$ cat src/rtl/io_pi_pkg.sv
// Shared types for the programmable input-pad tile.
package io_pi_pkg;

  // Configuration bits per channel: {inv, mode[1:0]}
  localparam int unsigned IO_PI_CFG_BITS = 3;

  typedef enum logic [1:0] {
    ModeOff    = 2'b00,
    ModeBypass = 2'b01,
    ModeSync   = 2'b10,
    ModeFilt   = 2'b11
  } io_pi_mode_e;

  typedef struct packed {
    logic        inv;
    io_pi_mode_e mode;
  } io_pi_cfg_t;

  // Modes whose output comes from a flop rather than straight from the pad
  function automatic logic io_pi_is_registered(io_pi_mode_e mode);
    return (mode == ModeSync) || (mode == ModeFilt);
  endfunction

endpackage

$ cat src/rtl/io_pi_chan.sv
// One input-pad channel: synchroniser, glitch filter, edge detect and output mux.
module io_pi_chan
  import io_pi_pkg::*;
#(
  parameter int unsigned FiltCycles = 4
) (
  input  logic       clk_i,
  input  logic       rst_ni,
  input  logic       se_i,      // chain is shifting: freeze filter, hold output
  input  logic       reload_i,  // first cycle after a shift: adopt new config
  input  io_pi_cfg_t cfg_i,     // this channel's slice of the scan chain
  input  logic       pad_i,
  output logic       a2f_o,
  output logic       edge_o
);

  localparam int unsigned CntW = $clog2(FiltCycles + 1);
  // Commit happens on the cycle the counter would reach FiltCycles
  localparam logic [CntW-1:0] CntLast = CntW'(FiltCycles - 1);

  io_pi_cfg_t      cfg_q;
  logic            sync1_q, sync2_q;
  logic            filt_q, filt_d;
  logic [CntW-1:0] cnt_q, cnt_d;
  logic            hold_q;
  logic            edge_q, edge_d;
  logic            is_reg;
  logic            hold_active;
  logic            src_q, src_d;

  assign is_reg      = io_pi_is_registered(cfg_q.mode);
  assign hold_active = se_i | reload_i;

  // Current and next value of the pre-inversion registered output
  assign src_q = (cfg_q.mode == ModeFilt) ? filt_q : sync2_q;
  assign src_d = (cfg_q.mode == ModeFilt) ? filt_d : sync1_q;

  // Active config only follows the chain while it is not shifting
  always_ff @(posedge clk_i or negedge rst_ni) begin
    if (!rst_ni) begin
      cfg_q <= '0;
    end else if (!se_i) begin
      cfg_q <= cfg_i;
    end
  end

  // Two-flop synchroniser; keeps running during shift
  always_ff @(posedge clk_i or negedge rst_ni) begin
    if (!rst_ni) begin
      sync1_q <= 1'b0;
      sync2_q <= 1'b0;
    end else begin
      sync1_q <= pad_i;
      sync2_q <= sync1_q;
    end
  end

  // Stability filter next state: frozen during shift, reloaded after it
  always_comb begin
    filt_d = filt_q;
    cnt_d  = cnt_q;
    if (se_i) begin
      filt_d = filt_q;
      cnt_d  = cnt_q;
    end else if (reload_i) begin
      filt_d = sync2_q;
      cnt_d  = '0;
    end else if (sync2_q == filt_q) begin
      cnt_d = '0;
    end else if (cnt_q >= CntLast) begin
      filt_d = sync2_q;
      cnt_d  = '0;
    end else begin
      cnt_d = cnt_q + CntW'(1);
    end
  end

  // Filter state register
  always_ff @(posedge clk_i or negedge rst_ni) begin
    if (!rst_ni) begin
      filt_q <= 1'b0;
      cnt_q  <= '0;
    end else begin
      filt_q <= filt_d;
      cnt_q  <= cnt_d;
    end
  end

  // Registered edge: flags the cycle in which the registered output will differ
  always_comb begin
    edge_d = is_reg && !se_i && !reload_i && (src_d != src_q);
  end

  // Edge flop and the value shown while the chain is shifting
  always_ff @(posedge clk_i or negedge rst_ni) begin
    if (!rst_ni) begin
      edge_q <= 1'b0;
      hold_q <= 1'b0;
    end else begin
      edge_q <= edge_d;
      if (!hold_active) begin
        hold_q <= src_q;
      end
    end
  end

  assign edge_o = edge_q & ~se_i;

  // Output mux per mode
  always_comb begin
    a2f_o = 1'b0;
    unique case (cfg_q.mode)
      ModeOff:            a2f_o = 1'b0;
      ModeBypass:         a2f_o = pad_i ^ cfg_q.inv;
      ModeSync, ModeFilt: a2f_o = (hold_active ? hold_q : src_q) ^ cfg_q.inv;
      default:            a2f_o = 1'b0;
    endcase
  end

endmodule

$ cat src/rtl/io_pi_array.sv
// Multi-channel programmable input-pad tile with scan-loaded configuration.
module io_pi_array
  import io_pi_pkg::*;
#(
  parameter int unsigned NUM_CH      = 8,
  parameter int unsigned FILT_CYCLES = 4
) (
  input  logic              io_pi_array_clk,
  input  logic              io_pi_array_reset,
  input  logic              io_pi_array_se,
  input  logic              io_pi_array_sc_in,
  output logic              io_pi_array_sc_out,
  input  logic [NUM_CH-1:0] gfpga_pad_pinput_A2F,
  output logic [NUM_CH-1:0] gfpga_pad_pinput_mode_o,
  output logic [NUM_CH-1:0] io_pi_array_a2f_o,
  output logic [NUM_CH-1:0] io_pi_array_edge_o
);

  localparam int unsigned ChainLen = IO_PI_CFG_BITS * NUM_CH;

  logic [1:0]          rst_sync_q;
  logic                rst_n_int;
  logic [ChainLen-1:0] chain_q;
  logic                se_q;
  logic                reload;
  io_pi_cfg_t          chan_cfg [NUM_CH];

  // Reset synchroniser: asserts immediately, releases after two edges
  always_ff @(posedge io_pi_array_clk or negedge io_pi_array_reset) begin
    if (!io_pi_array_reset) begin
      rst_sync_q <= 2'b00;
    end else begin
      rst_sync_q <= {rst_sync_q[0], 1'b1};
    end
  end

  assign rst_n_int = rst_sync_q[1];

  // Configuration scan chain; bit 0 is fed from sc_in
  always_ff @(posedge io_pi_array_clk or negedge rst_n_int) begin
    if (!rst_n_int) begin
      chain_q <= '0;
    end else if (io_pi_array_se) begin
      chain_q <= {chain_q[ChainLen-2:0], io_pi_array_sc_in};
    end
  end

  // Previous scan enable, used to spot the end of a shift
  always_ff @(posedge io_pi_array_clk or negedge rst_n_int) begin
    if (!rst_n_int) begin
      se_q <= 1'b0;
    end else begin
      se_q <= io_pi_array_se;
    end
  end

  assign reload             = se_q & ~io_pi_array_se;
  assign io_pi_array_sc_out = chain_q[ChainLen-1];

  // Pads are input-only
  assign gfpga_pad_pinput_mode_o = '1;

  for (genvar g = 0; g < NUM_CH; g++) begin : gen_chan
    assign chan_cfg[g] = io_pi_cfg_t'(chain_q[g*IO_PI_CFG_BITS +: IO_PI_CFG_BITS]);

    io_pi_chan #(
      .FiltCycles (FILT_CYCLES)
    ) u_chan (
      .clk_i    (io_pi_array_clk),
      .rst_ni   (rst_n_int),
      .se_i     (io_pi_array_se),
      .reload_i (reload),
      .cfg_i    (chan_cfg[g]),
      .pad_i    (gfpga_pad_pinput_A2F[g]),
      .a2f_o    (io_pi_array_a2f_o[g]),
      .edge_o   (io_pi_array_edge_o[g])
    );
  end

endmodule

$ cat config.mk
export PLATFORM = sky130hd
export DESIGN_NAME = io_pi_array
export DESIGN_NICKNAME = d
export VERILOG_FILES = /design/src/rtl/io_pi_pkg.sv /design/src/rtl/io_pi_chan.sv /design/src/rtl/io_pi_array.sv
export SDC_FILE = /design/constraint.sdc
export NUM_CORES = 1
export LEC_CHECK = 0
export BUFFER_PORTS_ARGS = -buffer_cell sky130_fd_sc_hd__buf_2
export CAP_MARGIN = 20
export CORE_ASPECT_RATIO = 1.1
export CORE_MARGIN = 4
export CORE_UTILIZATION = 50
export DETAILED_ROUTE_END_ITERATION = 6
export PLACE_DENSITY = 0.67
export SLEW_MARGIN = 25
export SYNTH_ARGS = -nofsm -noshare
export SYNTH_HDL_FRONTEND = slang
export SYNTH_SLANG_ARGS = --single-unit
$ cat constraint.sdc
create_clock -name io_pi_array_clk -period 5.3 [get_ports io_pi_array_clk]
set_clock_uncertainty 0.2 [all_clocks]
set_input_delay 0.53 -clock io_pi_array_clk [delete_from_list [all_inputs] [get_ports io_pi_array_clk]]
set_output_delay 0.53 -clock io_pi_array_clk [all_outputs]
set_load 0.005 [all_outputs]
## Word level (Yosys, flattened, before mapping)

Index checks and enable logic that the tools add are counted.

| word-level totals | value |
|---|---|
| register bits | 115 |
| input bits | 12 |
| output and inout bits | 25 |
| word-level logic and storage cells | 288 |

| cells by class | value |
|---|---|
| add/sub/neg operators | 8 |
| order comparisons | 8 |
| equal/unequal tests | 40 |
| multiplexer cells | 88 |
| bitwise logic cells | 27 |
| reduce and logical (&&, ||, !) cells | 50 |

Operator list:

| operator | count |
|---|---|
| 3-bit two-way mux | 24 |
| 1-bit two-way mux | 56 |
| 2-bit equality test (second input constant) | 16 |
| 3-bit by 1-bit adder with 3-bit output (second input constant) | 8 |
| 3-bit by 2-bit >= comparator with 1-bit output (second input constant) | 8 |
| 1-bit logical AND | 24 |
| 1-bit case mux with 3 select lines | 8 |
| 2-bit by 1-bit equality test with 1-bit output (second input constant) | 8 |
| 2-bit zero test | 8 |
| 2-bit OR reduction | 8 |
| 1-bit bitwise XOR | 16 |
| 1-bit bitwise AND | 9 |
| 1-bit equality test | 8 |
| 1-bit logical OR | 8 |
| 1-bit != test | 8 |
| 1-bit zero test | 2 |
| 1-bit NOT | 1 |
| 1-bit bitwise OR | 1 |

## Logic depth before layout (Yosys ltp)

Gate-level depths: netlist of run 1.

| logic depth | value |
|---|---|
| depth after elaboration | 8 |
| gate-level depth with buffers | 7 |
| gate-level depth less buffers | 6 |

## By module

From an unflattened synthesis of run 1, not the netlist that was laid out.

| unflattened totals | value |
|---|---|
| cells, all modules | 451 |
| area, all modules | 5811.8 um^2 |

By module, submodules not included:

| module | instances | cells each | area each (um^2) | seq. area each (um^2) |
|---|---|---|---|---|
| io_pi_chan at gen_chan[1].u_chan ... | 7 | 48 | 585.6 | 275.3 |
| io_pi_array | 1 | 64 | 1138.6 | 675.6 |
| io_pi_chan at gen_chan[0].u_chan | 1 | 51 | 574.3 | 275.3 |

## Worst setup path after synthesis of run 1

OpenSTA, ideal clock, no wires.

| path | value |
|---|---|
| path kind | in2out |
| start point | input port io_pi_array_se |
| end point | output port io_pi_array_a2f_o[0] |
| arrival time | 1537 ps |
| data required time | 4570 ps |
| slack | 3033 ps |
| stages | 6 |
| path buffers | 2 |
| path through | or2_1 -> buf_2 -> o31a_1 -> xnor2_1 -> mux2i_1 -> buf_4 |

| between the ends | value |
|---|---|
| cells in the longest elaborated chain, start to end | 6 |

Ends and longest elaborated chain:

| element | RTL line | text |
|---|---|---|
| start: declaration | io_pi_array.sv:10 | `input logic io_pi_array_se,` |
| 1-bit NOT | io_pi_array.sv:57 | `assign reload = se_q & ~io_pi_array_se;` |
| 1-bit bitwise AND | io_pi_array.sv:57 |  |
| 1-bit bitwise OR (*) | io_pi_chan.sv:32 | `assign hold_active = se_i \| reload_i;` |
| 1-bit two-way mux (*) | - |  |
| 1-bit bitwise XOR (*) | io_pi_chan.sv:115 | `ModeSync, ModeFilt: a2f_o = (hold_active ? hold_q : src_q) ^ cfg_q.inv;` |
| 1-bit case mux with 3 select lines (*) | io_pi_chan.sv:112 | `unique case (cfg_q.mode)` |
| end: declaration | io_pi_array.sv:15 | `output logic [NUM_CH-1:0] io_pi_array_a2f_o,` |

Every way passes the cells marked *; elsewhere a longest branch is shown, timed or not.

## Worst setup path in the final report of run 1

| path | value |
|---|---|
| start point | input port io_pi_array_se |
| end point | output port io_pi_array_a2f_o[5] |

| between the ends | value |
|---|---|
| cells in the longest elaborated chain, start to end | 6 |

Ends and longest elaborated chain:

| element | RTL line |
|---|---|
| 1-bit NOT | io_pi_array.sv:57 |
| 1-bit bitwise AND | io_pi_array.sv:57 |
| 1-bit bitwise OR (*) | io_pi_chan.sv:32 |
| 1-bit two-way mux (*) | io_pi_chan.sv:115 |
| 1-bit bitwise XOR (*) | io_pi_chan.sv:115 |
| 1-bit case mux with 3 select lines (*) | io_pi_chan.sv:112 |

Marked as above.

==> flow_metrics.tcl, run 1 <==
set metrics [dict create \
    slew-limit-headroom_pct 38.7 \
    crit_fanout 79 \
    h-tree-depth 4 \
    fp.dieH_um 116 \
    setup_viol 0 \
    vias_per_cell 5.04 \
    nNetsFinal 568 \
    synth_top_area_cell "dfrtp_1" \
    path_clk_slew_ns 0.05 \
    crit_buf_inv 3 \
    fin_ws_ns 2.23 \
    combPwrFrac_pct 9.7 \
    grt_util_met2_pct 28.8 \
    io_buffers 28 \
    post_drt_wl_per_cell_um 13.7 \
    postCtsSetupBuffers 0 \
    cp.arrival_ns 2.34 \
    timing.final.crit_share_pct 58.0 \
    p_sw_mw 0.587 \
    drc 0 \
    postSynthCellCount 523 \
    cts.sinks 115 \
    synth_flop_cell "dfrtp_1" \
    top_usage_layer "met2" \
    worst_pin_slew_ns 0.920 \
    maxCapViolCount 0 \
    io_pins 37 \
    hold_class "in -> reg" \
    numCtsBuffers 17 \
    ys_ff_latch 115 \
    fin_cells 696 \
    gp_congestion 0.743 \
    core.rowCount 39 \
    r2r_slack_ns 3.23 \
    setup_tns_ns 0 \
    critPathMaxStageDelay_ns 0.57 \
    async_flop_share_pct 100 \
    layout-drive-gt1-share_pct 11.9 \
    p_seq_share_pct 45.4 \
    total_power_mw 2.38 \
    period_minus_slack_ns 3.07 \
    drtIter0Drc 174 \
    globalRouteOverflowTotal 0 \
    synth.most_common_cell "nand2_1" \
    met3_usage_pct 4.48 \
    synth-edff-count 0 \
    start_util_pct 51.1 \
    hold_violations 0 \
    status "finished clean" \
    hpwl_um 6280 \
    powerDensity_nw_per_um2 396 \
    firstDrtPassIters 4 \
    clock_latency_ns 0.40 \
    grt_pass1_vias 3608 \
    chipWidth_um 106 \
    required_ns 4.57 \
    clkPwrFrac_pct 44.9 \
    pre_cts_ws_ns 2.21 \
    clockRootBuffer "clkbuf_16" \
    postSynthAreaPerCell_sq_um 10.2 \
    synth_area_sq_um 5310 \
    num_vias 3505 \
    cts_tree "done" \
    cts_resized 0 \
    crit_chain "buf_4 > buf_4 > o21bai_1 > o31a_1 > xnor2_1 > mux2i_1 > buf_2" \
    synth-warning-count 0 \
    grt.met1_usage_pct 21.4 \
    rsz0062_at_grt "no" \
    postCtsHoldBufs 1 \
    end_kind "output port" \
    synthTopCellsByArea "dfrtp_1, nand2_1, ha_1, buf_4, nand2b_1" \
    critPathSlowestCell "buf_4" \
    crit_family "buffers and inverters" \
    finalMaxSlewViolations 0 \
    switching_share_pct 24.6 \
    ys_types 33 \
    postRouteWirelength_um 9550 \
    synth_top_area_share_pct 54.2 \
    antenna_left 0 \
    clock.fmax_ghz 0.325 \
    crit_type "in -> out" \
    ir_worst_vdd_mv 0.182 \
    die_area_sq_um 12300 \
    dp_cells 663 \
    area_growth_pct 13.0 \
    core_region_area_sq_um 10400 \
    clk_path_buf_depth 2 \
    fillers 907 \
    grtUsageTotal_pct 17.2 \
    p_int_mw 1.79 \
    grt_max_degree 80 \
    synth_common_cells "nand2_1, dfrtp_1, o21ai_0" \
    critPathMostFrequentCell "buf_4" \
    antenna_found_initial 0 \
    p_leak_nw 2.98 \
    startpoint_type "input port" \
    ys_seq_area_share_pct 54.2 \
    num_antenna_cells 0 \
    whs_ns 0.0563 \
    grt_pass1_wl_um 16800 \
]
## through the flow
stage	instance area, sq um	util [%]
2_1_floorplan	5340	-
3_3_place_gp	5430	52.2
3_5_place_dp	5430	52.2
4_1_cts	6000	57.7
5_1_grt	6000	57.7
6_report	6000	57.7
## worst reg2reg max path, delay by kind of cell, from the launching register on
kind                   cells  cell delay, ns
flip-flops                 1            0.58
AND/OR/NAND/NOR            1            0.48
AO/OA/AOI/OAI              2            0.40
buffers and inverters      1            0.34
## cell type report
type | count | area (sq um) | share of cell area [%]
clock buffer | 28 | 517 | 8.61
sequential | 115 | 2880 | 48.0
timing repair buffer | 32 | 175 | 2.92
clock inverter | 4 | 45.0 | 0.750
tap | 143 | 179 | 2.98
inverter | 16 | 60.1 | 1.00
multi-input combinational | 358 | 2140 | 35.7
## power by group through the flow
| stage | logic, mW | clock network [mW] | registers (mW) |
|---|---|---|---|
| CTS | 0.236 | 1.09 | 1.08 |
| detailed placement | 0.234 | 0 | 1.09 |
| floorplan | 0.201 | 0 | 1.07 |
| global route | 0.267 | 1.13 | 1.10 |
| global placement | 0.225 | 0 | 1.09 |
| finish | 0.231 | 1.07 | 1.08 |
## cells in the final DEF, fill, tap and decap left out, types with 6 or more instances in the layout
cell type	Yosys	layout
o21ai_0	26	26
nor2_1	6	6
o31a_1	8	8
buf_2	11	27
mux2_2	8	8
nor2b_1	22	22
inv_1	16	16
nand2_1	134	134
xnor2_1	9	9
conb_1	1	9
ha_1	16	16
nand2b_1	24	24
dfrtp_1	115	114
a21oi_1	8	8
a21boi_0	8	8
o21bai_1	8	8
mux2i_1	8	8
and3_1	8	8
xor2_1	16	16
clkbuf_16	0	17
clkbuf_1	5	6
a211oi_1	8	8
nand3_1	10	10
## per-layer routing
metal,part of all wire [%],vias up
met5,0,-
met4,1.2,0
met3,2.8,13
met2,49,32
met1,47,1707
li1,-,1753
## cell families (layout without fill, tap and decap cells)
logic type      after synthesis  after routing  share of synthesized area (%)
mux                          16             16                           3.20
simple gates                206            206                           17.4
buf+inv                      58             80                           6.05
fa+ha+maj                    16             16                           3.77
other cells                   1              9                         0.0706
compound gates               86             86                           11.2
flops                       115            115                           54.2
xor+xnor                     25             25                           4.12
## flip-flops by register name, summed over array words and instances, names as in the netlist
| signal | cells |
|---|---|
| gen_chan.u_chan.hold_q | 8 |
| gen_chan.u_chan.cnt_q | 24 |
| gen_chan.u_chan.edge_q | 8 |
| gen_chan.u_chan.filt_q | 8 |
| se_q | 1 |
| gen_chan.u_chan.sync2_q | 8 |
| gen_chan.u_chan.cfg_q | 24 |
| rst_sync_q | 2 |
| gen_chan.u_chan.sync1_q | 8 |
| chain_q | 24 |
## final timing paths
check / to / startpoint / cells past startpoint
setup / recovery: io_pi_array_a2f_o[5] / io_pi_array_se / 7
hold / removal: gen_chan[0].u_chan.sync1_q$_DFF_PN0_ / gfpga_pad_pinput_A2F[0] / 1
setup reg to reg: gen_chan[7].u_chan.cnt_q[1]$_DFFE_PN0N_ / se_q$_DFF_PN0_ / 4
hold reg to reg: rst_sync_q[1]$_DFF_PN0_ / rst_sync_q[0]$_DFF_PN0_ / 0
max in group asynchronous: gen_chan[5].u_chan.cfg_q[2]$_DFFE_PN0N_ / rst_sync_q[1]$_DFF_PN0_ / 1
min in group asynchronous: rst_sync_q[1]$_DFF_PN0_ / io_pi_array_reset / 2
Note: power is estimated with default switching activity, not from simulation.
==> inputs of run 2 (changes only) <==
ABC_AREA = 1   (was not set)
PLACE_DENSITY = 0.7   (was 0.67)
clock period = 2.57 ns   (was 5.3 ns; I/O delays follow)
==> run 2 against run 1 <==
Effect of this change:
- clock power grew 100%
- total power grew 130%
- synthesized cell count grew 23%
- utilization grew 1.5 points
- non-clock buffer count grew 11
- highest routed layer unchanged
==> flow_metrics.tcl, run 2 <==
set metrics [dict create \
    status "finished clean" \
    setup_tns_ns 0 \
    critPathMaxStageDelay_ns 0.49 \
    worst_pin_slew_ns 0.568 \
    cts_resized 0 \
    fin_cells 825 \
    postSynthCellCount 642 \
    grt_pass1_wl_um 17300 \
    crit_chain "nor2_8 > inv_6 > nand2_1 > o21ai_2 > nand2_2 > a21oi_1 > nor2_1 > buf_2" \
    timing.final.crit_share_pct 87.9 \
    dp_cells 784 \
    post_drt_wl_per_cell_um 11.5 \
    crit_buf_inv 2 \
    grtUsageTotal_pct 16.8 \
    crit_fanout 23 \
    crit_type "reg -> out" \
    nNetsFinal 699 \
    synth_common_cells "nand2_1, dfrtp_1, inv_1" \
    period_minus_slack_ns 2.26 \
    synth.most_common_cell "nand2_1" \
    synth_flop_cell "dfrtp_1" \
    setup_viol 0 \
    powerDensity_nw_per_um2 877 \
    ys_ff_latch 115 \
    rsz0062_at_grt "no" \
    cts_tree "done" \
    chipWidth_um 108 \
    drc 0 \
    num_antenna_cells 0 \
    drtIter0Drc 192 \
    worst_r2r_startpoint "gen_chan[3].u_chan.cnt_q[0]$_DFFE_PN0N_" \
    postCtsSetupBuffers 0 \
    globalRouteOverflowTotal 0 \
    reg.largest.list "chain_q (24), gen_chan.u_chan.cfg_q (24), gen_chan.u_chan.cnt_q (24)" \
    num_vias 4056 \
    hold_class "in -> reg" \
    antenna_left 0 \
    numCtsBuffers 17 \
    worstHoldPathCells 1 \
    final_cell_mix "nand2_1, dfrtp_1, inv_1, nor2_1, o21ai_0" \
    die_area_sq_um 12600 \
    postRouteWirelength_um 9480 \
    clk_path_buf_depth 2 \
    startpoint_type "flip-flop" \
    required_ns 2.11 \
    slew-limit-headroom_pct 62.1 \
    regArea_sq_um 2880 \
    grt_max_degree 55 \
    core.rowCount 39 \
    core_region_area_sq_um 10500 \
    ys_types 26 \
    rr_endpoint "gen_chan[3].u_chan.edge_q$_DFF_PN0_" \
    async_flop_share_pct 100 \
    layout-drive-gt1-share_pct 12.0 \
    synthTopCellsByArea "dfrtp_1, nand2_1, inv_1, o21ai_0, nand3_1" \
    synth_top_area_share_pct 52.8 \
    postCtsHoldBufs 11 \
    ys_seq_area_share_pct 52.8 \
    antenna_found_initial 0 \
    cts.sinks 115 \
    mostFrequentLayoutCell "nand2_1" \
    grt_pass1_vias 4098 \
    postSynthAreaPerCell_sq_um 8.49 \
    hold_violations 0 \
    multi_input_area_sq_um 2030 \
    io_buffers 28 \
    cp.arrival_ns 1.80 \
    firstDrtPassIters 4 \
    fp.dieH_um 118 \
    gp_congestion 0.769 \
    fillers 941 \
    ff2ff_path_depth 10 \
    ir_worst_vdd_mv 0.436 \
    finalMaxSlewViolations 0 \
    io_pins 37 \
    crit_family "flip-flops" \
    hp-start "io_pi_array_se" \
    hpwl_um 6400 \
    clock_latency_ns 0.40 \
    vias_per_cell 4.92 \
    synth_area_sq_um 5450 \
    clock.fmax_ghz 0.443 \
    synth-warning-count 0 \
    r2r_slack_ns 0.75 \
    synth_top_area_cell "dfrtp_1" \
    p_leak_nw 3.28 \
    critPathSlowestCell "dfrtp_1" \
    min_to "se_q$_DFF_PN0_" \
    synth-edff-count 0 \
    total_power_mw 5.48 \
    area_growth_pct 14.6 \
    start_util_pct 51.7 \
    h-tree-depth 4 \
    maxCapViolCount 0 \
    clockRootBuffer "clkbuf_16" \
    end_kind "output port" \
    path_clk_slew_ns 0.05 \
]
run 2: changes by cell type in the layout (fill, tap and decap cells not counted), moves of 9 or more:
cell / previous run / this run
nor2b_1: 22 / 0
nand2b_1: 24 / 0
nand2_1: 134 / 193
o21ai_0: 26 / 45
nand3_1: 10 / 44
xnor2_1: 9 / 0
nor2_1: 6 / 57
xor2_1: 16 / 7
inv_1: 16 / 73
dlygate4sd3_1: 1 / 11
run 2: worst max-delay path by stage:
| stage | start | depth (start not counted) | slack (ns) | endpoint |
|---|---|---|---|---|
| floorplan | rst_sync_q[1]$_DFF_PN0_ | 0 | 0.45 | chain_q[0]$_DFFE_PN0P_ |
| global placement | io_pi_array_se | 10 | 0.61 | io_pi_array_a2f_o[4] |
| detailed placement | io_pi_array_se | 10 | 0.56 | gen_chan[3].u_chan.edge_q$_DFF_PN0_ |
| CTS | se_q$_DFF_PN0_ | 8 | 0.28 | io_pi_array_a2f_o[5] |
| global route | gen_chan[1].u_chan.cfg_q[1]$_DFFE_PN0N_ | 9 | 0.11 | io_pi_array_a2f_o[1] |
| finish | se_q$_DFF_PN0_ | 8 | 0.31 | io_pi_array_a2f_o[5] |
run 2: routing by layer:
layer	GRT usage [%]	up-vias	routed length, um
met3	4.50	14	308
li1	-	2053	-
met4	7.34	0	193
met2	28.8	59	4750
met5	0	-	0
met1	19.6	1930	4220
run 2: kinds of logic (layout without fill, tap and decap cells):
| kind of cell | count (synthesis) | count (layout) | synth area share, % |
|---|---|---|---|
| xor gates and xnor gates | 7 | 7 | 1.12 |
| DFF | 115 | 115 | 52.8 |
| other | 1 | 9 | 0.0688 |
| buffers and inverters | 116 | 148 | 10.5 |
| and+or+nand+nor | 314 | 314 | 24.3 |
| AOI/OAI and AO/OA | 73 | 73 | 7.53 |
| adders and majority gates | 16 | 16 | 3.67 |
run 2: final cells by class:
class                   count  area share (%)
flip-flops and latches    115            46.1
multi-input cells         419            32.5
clock buffers              24            7.87
repair buffers             43            5.09
inverters                  75            4.63
well taps                 143            2.86
clock inverters             6           0.881
run 2: report_power, final:
| part | switching (mW) | internal [mW] | leakage (nW) |
|---|---|---|---|
| clock network | 0.743 | 1.41 | 0.275 |
| registers | 0.231 | 2.14 | 1.48 |
| logic | 0.583 | 0.375 | 1.52 |
| total | 1.56 | 3.92 | 3.28 |
run 2: per-stage QoR:
| step | hold WS (ns) | instance area, sq um | utilization, % | worst slack [ns] |
|---|---|---|---|---|
| global placement | -0.157 | 5590 | 53.0 | 0.611 |
| global route | 0.0142 | 6250 | 59.3 | 0.108 |
| floorplan | -0.239 | 5480 | - | 0.448 |
| CTS | 0.00271 | 6250 | 59.3 | 0.281 |
| finish | 0.0121 | 6250 | 59.3 | 0.310 |
| detailed placement | -0.156 | 5590 | 53.0 | 0.561 |
==> inputs of run 3 (changes only) <==
==> constraint.sdc (replaced) <==
create_clock -name io_pi_array_clk -period 2.57 [get_ports io_pi_array_clk]
set_clock_uncertainty 0.2 [all_clocks]
set_input_delay 0.514 -clock io_pi_array_clk [delete_from_list [all_inputs] [get_ports io_pi_array_clk]]
set_output_delay 0.514 -clock io_pi_array_clk [all_outputs]
set_load 0.005 [all_outputs]
==> run 3 against run 2 <==
Effect of this change:
- total power is 9.0% higher
- critical path type unchanged
- highest routed layer unchanged
- largest power group is now the clock network
- sequential power hardly changed
- non-clock buffer count is 5 lower
- critical endpoint is now io_pi_array_a2f_o[4]
- critical path depth stayed put
==> flow_metrics.tcl, run 3 (same netlist as run 2, synthesis figures left out) <==
set metrics [dict create \
    status "finished clean" \
    crit_type "reg -> out" \
    post_drt_wl_per_cell_um 12.2 \
    total_power_mw 5.97 \
    end_kind "output port" \
    dpl_cell_area_sq_um 5600 \
    startpoint_type "flip-flop" \
    io_buffers 28 \
    hold_class "in -> reg" \
    globalRouteOverflowTotal 0 \
    num_antenna_cells 0 \
    p_int_mw 4.27 \
    grt_max_degree 57 \
    grt_pass1_vias 4123 \
    grt_pass1_wl_um 17900 \
    timing.final.crit_share_pct 94.8 \
    setup_tns_ns 0 \
    fin_cells 822 \
    rsz0062_at_grt "yes" \
    h-tree-depth 4 \
    combPwrFrac_pct 16.6 \
    ir_worst_vdd_mv 0.717 \
    hpwl_um 6510 \
    chipWidth_um 108 \
    core.rowCount 39 \
    powerDensity_nw_per_um2 946 \
    fp.dieH_um 118 \
    crit_fanout 23 \
    clock.fmax_ghz 0.410 \
    numCtsBuffers 17 \
    cts.sinks 115 \
    io_pins 37 \
    gp_congestion 0.754 \
    hold_violations 0 \
    clockRootBuffer "clkbuf_16" \
    fin_ws_ns 0.133 \
    final_cell_mix "nand2_1, dfrtp_1, inv_1, nor2_1, nand3_1" \
    worst_pin_slew_ns 0.526 \
    fillers 952 \
    core_region_area_sq_um 10500 \
    clkPwrFrac_pct 43.8 \
    clock_latency_ns 0.41 \
    vias_per_cell 4.92 \
    ff2ff_path_depth 10 \
    path_clk_slew_ns 0.06 \
    num_vias 4045 \
    switching_share_pct 28.6 \
    slew-limit-headroom_pct 64.8 \
    mostFrequentLayoutCell "nand2_1" \
    p_sw_mw 1.71 \
    required_ns 1.86 \
    cp.arrival_ns 1.72 \
    p_leak_nw 3.31 \
    cts_tree "done" \
    design_area_sq_um 6320 \
    drtIter0Drc 176 \
    grtUsageTotal_pct 17.6 \
    area_growth_pct 15.9 \
    worstHoldPathCells 1 \
    p_seq_share_pct 39.6 \
    finalMaxSlewViolations 0 \
    antenna_found_initial 0 \
    pre_cts_ws_ns 0.292 \
    reg.largest.list "chain_q (24), gen_chan.u_chan.cfg_q (24), gen_chan.u_chan.cnt_q (24)" \
    clk_path_buf_depth 2 \
    antenna_left 0 \
    dp_cells 787 \
    whs_ns 0.0226 \
    drc 0 \
    maxCapViolCount 0 \
    start_util_pct 51.7 \
    firstDrtPassIters 4 \
    nNetsFinal 694 \
    postLayoutCoreUtil_pct 59.9 \
    die_area_sq_um 12600 \
    setup_viol 0 \
    period_minus_slack_ns 2.44 \
    postRouteWirelength_um 10000 \
    layout-drive-gt1-share_pct 13.8 \
]
-- run 3: power by group through the flow --
stage               Clock, mW  Sequential [mW]  Combinational [mW]
global placement            0             2.37               0.915
finish                   2.62             2.36               0.989
CTS                      2.67             2.36               0.993
global route             2.76             2.41                1.16
floorplan                   0             2.36               0.784
detailed placement          0             2.39               0.962
-- run 3: what timing repair did --
action,CTS,global route
gates resized for setup,1,11
pin swaps,0,1
hold buffers,3,0
hold endpoints to repair,13,0
buffers inserted,0,0
setup endpoints to repair,1,8
-- run 3: worst paths after layout --
path | startpoint | to | slack [ns]
max in group asynchronous | rst_sync_q[1]$_DFF_PN0_ | gen_chan[1].u_chan.cfg_q[1]$_DFFE_PN0N_ | 1.12
worst min register to register | rst_sync_q[1]$_DFF_PN0_ | gen_chan[4].u_chan.sync1_q$_DFF_PN0_ | 0.14
worst max register to register | gen_chan[2].u_chan.cnt_q[0]$_DFFE_PN0N_ | gen_chan[2].u_chan.edge_q$_DFF_PN0_ | 0.73
min in group asynchronous | rst_sync_q[1]$_DFF_PN0_ | gen_chan[4].u_chan.sync1_q$_DFF_PN0_ | 0.14
worst max-delay path | se_q$_DFF_PN0_ | io_pi_array_a2f_o[4] | 0.13
worst min-delay path | gfpga_pad_pinput_A2F[4] | gen_chan[4].u_chan.sync1_q$_DFF_PN0_ | 0.02
-- run 3: worst max-delay path, cell delays in order, from the launching register on --
cell	delay (ns)
dfrtp_2	0.45
nor2_8	0.17
inv_8	0.11
o21ai_2	0.17
nand2_2	0.07
nand3_1	0.08
nand2_1	0.06
nor2_1	0.08
buf_2	0.11
-- run 3: layer usage --
metal / vias to the layer above / GRT usage (%) / routed length [um]
li1: 2041 / - / -
met1: 1930 / 19.9 / 4390
met4: 0 / 6.24 / 98
met3: 9 / 5.43 / 351
met5: - / 0 / 0
met2: 65 / 30.9 / 5200
-- run 3: layout make-up --
cell class                      count  area, sq um  share of cell area, %
Clock inverter                     14          226                   3.59
Sequential cell                   115         2880                   45.6
Multi-Input combinational cell    419         2050                   32.4
Tap cell                          143          179                   2.83
Inverter                           75          292                   4.62
Timing Repair Buffer               38          248                   3.92
Clock buffer                       18          439                   6.95
